File: config.mk
export PLATFORM = sky130hd
export DESIGN_NAME = axi_write_slave
export DESIGN_NICKNAME = d
export VERILOG_FILES = /design/src/rtl/axi_write_slave.sv
export SDC_FILE = /design/constraint.sdc
export NUM_CORES = 1
export LEC_CHECK = 0
export ABC_AREA = 1
export ABC_CLOCK_PERIOD_IN_PS = 3750
export CAP_MARGIN = 20
export CORE_MARGIN = 2
export CORE_UTILIZATION = 45
export DETAILED_ROUTE_END_ITERATION = 16
export GPL_ROUTABILITY_DRIVEN = 1
export HOLD_SLACK_MARGIN = 0.12
export PLACE_DENSITY = 0.86
export SYNTH_ARGS = -nofsm -noshare
export SYNTH_HDL_FRONTEND = slang
export SYNTH_SLANG_ARGS = --single-unit
File: constraint.sdc
create_clock -name clk -period 3.75 [get_ports clk]
set_input_delay 0.375 -clock clk [delete_from_list [all_inputs] [get_ports clk]]
set_output_delay 0.375 -clock clk [all_outputs]
set_load 0.005 [all_outputs]
File: src/rtl/axi_write_slave.sv
`default_nettype none
// ============================================================================
//  Module   : axi_write_slave
//  Purpose  : AXI4 write-channel responder. Accepts one AW/W burst at a time,
//             forwards each data beat to a simple per-beat backend, and returns
//             one B response per burst. No outstanding-transaction queue.
//  Ports    : clk, rst          - clock (rising edge), async active-high reset
//             s_axi_aw*         - write address channel (slave side)
//             s_axi_w*          - write data channel (slave side)
//             s_axi_b*          - write response channel (slave side)
//             write_*           - backend beat request / handshake
//  Revision : 1.0  initial release
// ============================================================================
module axi_write_slave #(
  parameter int IDW = 12,
  parameter int AW  = 32,
  parameter int DW  = 64
) (
  input  logic              clk,
  input  logic              rst,
  input  logic [IDW-1:0]    s_axi_awid,
  input  logic [AW-1:0]     s_axi_awaddr,
  input  logic [7:0]        s_axi_awlen,
  input  logic [2:0]        s_axi_awsize,
  input  logic [1:0]        s_axi_awburst,
  input  logic              s_axi_awvalid,
  output logic              s_axi_awready,
  input  logic [DW-1:0]     s_axi_wdata,
  input  logic [DW/8-1:0]   s_axi_wstrb,
  input  logic              s_axi_wlast,
  input  logic              s_axi_wvalid,
  output logic              s_axi_wready,
  output logic [IDW-1:0]    s_axi_bid,
  output logic [1:0]        s_axi_bresp,
  output logic              s_axi_bvalid,
  input  logic              s_axi_bready,
  output logic              write_valid,
  output logic [AW-1:0]     write_addr,
  output logic [DW-1:0]     write_data,
  output logic [DW/8-1:0]   write_strb,
  input  logic              write_ready
);

  localparam int SW      = DW / 8;
  localparam int MAXSIZE = $clog2(SW);

  localparam logic [1:0] BURST_FIXED = 2'b00;
  localparam logic [1:0] BURST_WRAP  = 2'b10;
  localparam logic [1:0] BURST_RSVD  = 2'b11;

  typedef enum logic [1:0] {
    IDLE = 2'd0,
    DATA = 2'd1,
    RESP = 2'd2
  } state_t;

  state_t          state_q;
  logic [IDW-1:0]  id_q;
  logic [AW-1:0]   addr_q;
  logic [7:0]      len_q;
  logic [7:0]      cnt_q;
  logic [2:0]      size_q;
  logic [1:0]      burst_q;
  logic            err_q;

  logic            beat;
  logic            last_beat;
  logic            aw_err;
  logic [AW-1:0]   bytes;
  logic [AW-1:0]   wrap_mask;
  logic [AW-1:0]   addr_incr;
  logic [AW-1:0]   addr_wrap;
  logic [AW-1:0]   addr_d;

  // Only 2/4/8/16-beat wrapping bursts are legal.
  function automatic logic wrap_len_ok(input logic [7:0] len);
    return (len == 8'd1) || (len == 8'd3) || (len == 8'd7) || (len == 8'd15);
  endfunction

  // Protocol errors detectable from the address phase alone.
  assign aw_err = (s_axi_awburst == BURST_RSVD) ||
                  (s_axi_awsize > 3'(MAXSIZE)) ||
                  ((s_axi_awburst == BURST_WRAP) && !wrap_len_ok(s_axi_awlen));

  // Next beat address. An illegal-length WRAP falls back to INCR stepping.
  always_comb begin
    bytes     = AW'(1) << size_q;
    addr_incr = (addr_q & ~(bytes - AW'(1))) + bytes;
    wrap_mask = ((AW'(len_q) + AW'(1)) << size_q) - AW'(1);
    addr_wrap = (addr_q & ~wrap_mask) | ((addr_q + bytes) & wrap_mask);
    addr_d    = addr_incr;
    if (burst_q == BURST_FIXED) begin
      addr_d = addr_q;
    end else if ((burst_q == BURST_WRAP) && wrap_len_ok(len_q)) begin
      addr_d = addr_wrap;
    end
  end

  // Channel outputs decode only state registers plus W/backend inputs.
  assign s_axi_awready = (state_q == IDLE);
  assign s_axi_wready  = (state_q == DATA) && write_ready;
  assign write_valid   = (state_q == DATA) && s_axi_wvalid;
  assign write_addr    = addr_q;
  assign write_data    = s_axi_wdata;
  assign write_strb    = ((state_q == DATA) && !err_q) ? s_axi_wstrb : {SW{1'b0}};
  assign s_axi_bvalid  = (state_q == RESP);
  assign s_axi_bid     = id_q;
  assign s_axi_bresp   = ((state_q == RESP) && err_q) ? 2'b10 : 2'b00;

  assign beat      = (state_q == DATA) && s_axi_wvalid && write_ready;
  assign last_beat = (cnt_q == len_q);

  always_ff @(posedge clk or posedge rst) begin
    if (rst) begin
      state_q <= IDLE;
      id_q    <= '0;
      addr_q  <= '0;
      len_q   <= '0;
      cnt_q   <= '0;
      size_q  <= '0;
      burst_q <= '0;
      err_q   <= 1'b0;
    end else begin
      case (state_q)
        IDLE: begin
          if (s_axi_awvalid) begin
            id_q    <= s_axi_awid;
            addr_q  <= s_axi_awaddr;
            len_q   <= s_axi_awlen;
            size_q  <= s_axi_awsize;
            burst_q <= s_axi_awburst;
            cnt_q   <= '0;
            err_q   <= aw_err;
            state_q <= DATA;
          end
        end
        DATA: begin
          if (beat) begin
            // The beat count, not wlast, terminates the burst; a misplaced
            // wlast only flags the error.
            if (s_axi_wlast != last_beat) begin
              err_q <= 1'b1;
            end
            if (last_beat) begin
              state_q <= RESP;
            end else begin
              cnt_q  <= cnt_q + 8'd1;
              addr_q <= addr_d;
            end
          end
        end
        RESP: begin
          if (s_axi_bready) begin
            state_q <= IDLE;
          end
        end
        default: begin
          state_q <= IDLE;
        end
      endcase
    end
  end

endmodule
`default_nettype wire

==> Yosys cells after proc, flatten, opt, wreduce, memory -nomap -nowiden <==
Cells that the tools add are included.
{ "word_totals": {"regBits": 68, "inputBits": 136, "output_inout_bits": 122, "wordCells": 91} }
{ "op_classes": {"add_sub_neg": 6, "magnitude_cmp": 1, "n_eq_ne": 22, "n_shift": 2, "n_mux": 21, "bitwise_logic": 6, "reduce_logical": 25} }
{ "ops": {"columns": ["operator", "count"], "rows": [
  ["$mux W32", 5],
  ["$and A32 B32 Y32", 3],
  ["$add A32 B32 Y32", 2],
  ["$not A32 Y32", 2],
  ["$pmux W32 S2", 1],
  ["$sub A32 B1 Y32 const B", 2],
  ["$mux W8", 4],
  ["$or A32 B32 Y32", 1],
  ["$shl A1 B3 Y32 const A", 1],
  ["$shl A9 B3 Y32", 1],
  ["$eq A8 B1 Y1 const B", 2],
  ["$eq A8 B2 Y1 const B", 2],
  ["$eq A8 B3 Y1 const B", 2],
  ["$eq A8 B4 Y1 const B", 2],
  ["$pmux W8 S2", 1],
  ["$reduce_and A4 Y1", 3],
  ["$mux W2", 5],
  ["$ne A2 B2 Y1 const B", 5],
  ["$add A8 B1 Y9 const B", 1],
  ["$add A8 B1 Y8 const B", 1],
  ["$eq A2 B2 Y1 const B", 4],
  ["$eq A8 B8 Y1", 1],
  ["$logic_or A1 B1 Y1", 8],
  ["$logic_and A1 B1 Y1", 7],
  ["other kinds (12)", 17]
]} }

==> Longest topological paths before layout <==
{ "logic_depth": {"depth_word": 11, "mapped_depth": 24, "depth_no_buf": 22} }

==> Least setup slack after synthesis <==
No wires, ideal clock.
{ "synth_timing": {"path_kind": "register -> register", "from": "register size_q[0]", "to": "register (tool-made name)", "setup_time_ns": 0.116, "t_arrival_ns": 2.715, "required_time_ns": 3.634, "slack_ns": 0.918, "path_stages_with_launch": 24, "path_buffers": 3, "period_less_slack_ns": 2.832, "path_cell_list": "dfrtp_1 buf_4 inv_2 buf_6 buf_6 nor2_1 inv_1 ha_1 nand2_1 inv_1 ha_1 inv_1 nor2_1 inv_1 nor2_1 nand2_1 nand2_2 nand2_2 nor2_4 o21ai_0 o21ai_0 nand2_1 nand2_1 nand2_1"} }
{ "synth_rtl": {"columns": ["item", "line_no", "source"], "rows": [
  ["start: declaration", "62", "logic [2:0] size_q;"],
  ["start signal: assignment", "130", "size_q <= s_axi_awsize;"]
]} }

==> flow_metrics.py <==
metrics = {
    "status": {
        "status": "completed",
    },
    "critical_path": {
        "reg2reg_depth": 18,
        "slowest_delay_ps": 480,
        "r2r_start": "size_q[2]",
        "r2r_slack_ps": 450,
        "critical_path.endpoint_type": "flip-flop",
        "crit_chain": "inv_6 > nand2_4 > nor2_1 > ha_1 > inv_1 > fa_1 > nor2_1 > nand3_1 > nand2_2 > nand2_1 > nand2_2 > nand3_2 > nor2_1 > xor2_1 > nand3_1 > nand3_1 > nand2_1 > nand2_1",
        "worstPathMaxFanout": 18,
        "worstSetupPathType": "reg -> reg",
        "critPathSlowestCell": "dfrtp_1",
        "cp_data_required_time_ps": 4040,
        "cp.arrival_ps": 3590,
        "worstSetupStartpoint": "size_q[2]",
        "worstSetupStartpointType": "flip-flop",
    },
    "floorplanning": {
        "floorplan.die.height_microns": 135,
        "dieArea_sq_mm": 0.0182,
        "start_util": 0.463,
        "rows": 47,
        "core_area_sq_mm": 0.0167,
        "pin_count": 258,
        "die_w_microns": 135,
    },
    "clock_tree": {
        "numCtsBuffers": 9,
        "cts_num_sinks": 68,
        "h-tree-depth": 3,
        "cts_resized": 0,
        "cts_tree": "yes",
        "cts.clk_slew.worst_paths_ps": 70,
        "cts_root_buf": "clkbuf_16",
        "cts.path.max_buffers": 2,
        "cts-hold-fix-buffers": 0,
        "postCtsSetupBuffers": 0,
        "clock_latency_ps": 360,
    },
    "job": {
        "maxCapViolations": 0,
    },
    "power": {
        "power.internal_w": 0.00279,
        "seqPwrFrac": 0.233,
        "p_leak_nw": 4.39,
        "powerDensity_mw_per_mm2": 635,
        "clkPwrFrac": 0.162,
        "irDropWorstVdd_mv": 0.276,
        "p_sw_w": 0.00293,
        "p_sw_frac": 0.512,
        "comb_power_share": 0.605,
    },
    "drt": {
        "first_pass_iters": 6,
        "route.vias.total": 8331,
        "via_per_inst": 5.41,
        "drtAntennaViolNets": 0,
        "drt_iter0_markers": 792,
        "wl_per_cell_microns": 15.7,
        "routed_wl_microns": 24200,
        "remaining_drc_errors": 0,
    },
    "synthesis": {
        "synth-seq-area-share": 0.220,
        "postSynth.asyncResetShare": 1.00,
        "yosys-top-cells-area": "dfrtp_1, nand2_1, nand3_1, buf_4, inv_1",
        "synth_top_area_frac": 0.220,
        "syn-num-nets": 1418,
        "ys_dominant_reg_cell": "dfrtp_1",
        "synth-edff-count": 0,
        "synth_cell_types": 49,
        "synth.most_common_cell": "nand2_1",
        "syn_inst": 1264,
        "synth_top_cells_by_count": "nand2_1, nand3_1, inv_1",
        "syn_area_sq_mm": 0.00773,
        "yosysTopAreaCell": "dfrtp_1",
        "synth-seq-cells": 68,
        "avgSynthCellArea_sq_um": 6.12,
        "yosys_warnings": 0,
    },
    "placed_design": {
        "io_buffers": 128,
        "dpl.cell_count": 1524,
        "hpwl_microns": 18300,
        "gp_congestion": 0.969,
    },
    "timing": {
        "max_clock_freq_mhz": 303,
        "setup_viol_count_final": 0,
        "worst_pin_slew_ps": 844,
        "relSlewSlack": 0.437,
        "finalMaxSlewViolations": 0,
        "finalHoldViolations": 0,
        "finalSetupTns_ps": 0,
        "clock-skew-final_ps": 13.2,
        "fin_crit_ps": 3300,
        "post-route-period-util": 0.881,
        "whs_ps": 471,
        "rsz0062_at_grt": "no",
    },
    "global_route": {
        "grt_max_degree": 58,
        "grt_pass1_wl_microns": 38900,
        "grt-ovfl-total": 0,
        "antenna_found_initial": 0,
        "grt_pass1_vias": 7836,
        "track_usage": 0.270,
    },
    "cells_and_area": {
        "fin_nets": 1469,
        "n_antenna_cell": 0,
        "final_layout_size_suffix_gt1_frac": 0.102,
        "syn_to_final_growth_pct": 16.4,
        "postLayoutCoreUtil": 0.539,
        "final_cells": 1540,
    },
    "min_path": {
        "hold_path_class": "reg -> reg",
    },
}
## worst max-delay path: cells and delay by family, from the launching register on
kind,cells,cell delay (ps)
buffers and inverters,2,280
adders and majority gates,2,760
DFF,1,480
and+or+nand+nor,13,1520
xor gates and xnor gates,1,160
## per-stage QoR
stage	worst slack (ps)	power, W	cell area [sq um]
5_1_grt	136	0.00617	9000
3_3_place_gp	637	0.00466	8690
2_1_floorplan	918	0.00371	7730
3_5_place_dp	519	0.00471	8690
4_1_cts	479	0.00566	9000
6_report	446	0.00571	9000
## how the worst min path moves through the flow
stage	from	to	slack (ps)	cells after the start
after CTS	s_axi_bid[10]	s_axi_bid[10]	480	2
after global placement	s_axi_bid[5]	s_axi_bid[5]	450	2
after detailed placement	s_axi_bid[4]	s_axi_bid[4]	460	2
after floorplan	s_axi_bid[0]	s_axi_bid[0]	470	2
after global routing	s_axi_bid[1]	s_axi_bid[1]	500	2
final	s_axi_bid[6]	s_axi_bid[6]	470	2
## layout by cell type, fill, tap and decap left out, types with 10 or more instances in the layout
master	netlist	final
nand4_1	19	19
nand2_2	21	21
clkdlybuf4s50_1	0	128
nand2_1	378	378
nor2_2	17	18
inv_1	130	129
dfrtp_1	68	68
o21ai_1	10	10
nand3_1	138	138
a21oi_1	31	31
buf_4	72	12
inv_2	19	20
nand3_2	18	18
ha_1	17	17
nor3_1	22	22
o21ai_0	61	61
nor2_1	115	113
xor2_1	26	26
## cell families (layout without fill, tap and decap cells)
logic type | after synthesis | after routing | share of synthesized area
AND/OR/NAND/NOR | 763 | 763 | 0.453
buffers and inverters | 252 | 308 | 0.164
AO/OA/AOI/OAI | 126 | 126 | 0.0905
flip-flops | 68 | 68 | 0.220
XOR/XNOR | 35 | 35 | 0.0397
adder cells (fa/ha/maj) | 18 | 18 | 0.0301
other | 1 | 1 | 0.000485
multiplexers | 1 | 1 | 0.00129
## power by group through the flow
stage          clock, W  sequential [W]  combinational [W]
2_1_floorplan         0         0.00121            0.00249
3_3_place_gp          0         0.00132            0.00334
3_5_place_dp          0         0.00133            0.00338
4_1_cts        0.000939         0.00132            0.00341
5_1_grt        0.000961         0.00136            0.00385
6_report       0.000927         0.00133            0.00345
## layer usage
metal  global-route usage  routed length [microns]  up-vias
li1                     -                        -     4083
met1                0.360                    10600     3788
met2                0.425                    10700      401
met3               0.0679                     2200       59
met4               0.0978                      696        0
met5                    0                        0        -
## layout make-up
cell class / count / area (sq um)
clock buffers: 9 / 225
clock inverters: 7 / 81.3
fillers: 1666 / 7700
inverters: 152 / 578
multi-input cells: 944 / 4770
flip-flops and latches: 68 / 1700
well taps: 220 / 275
repair buffers: 140 / 1370
(Power assumes the default switching activity.)
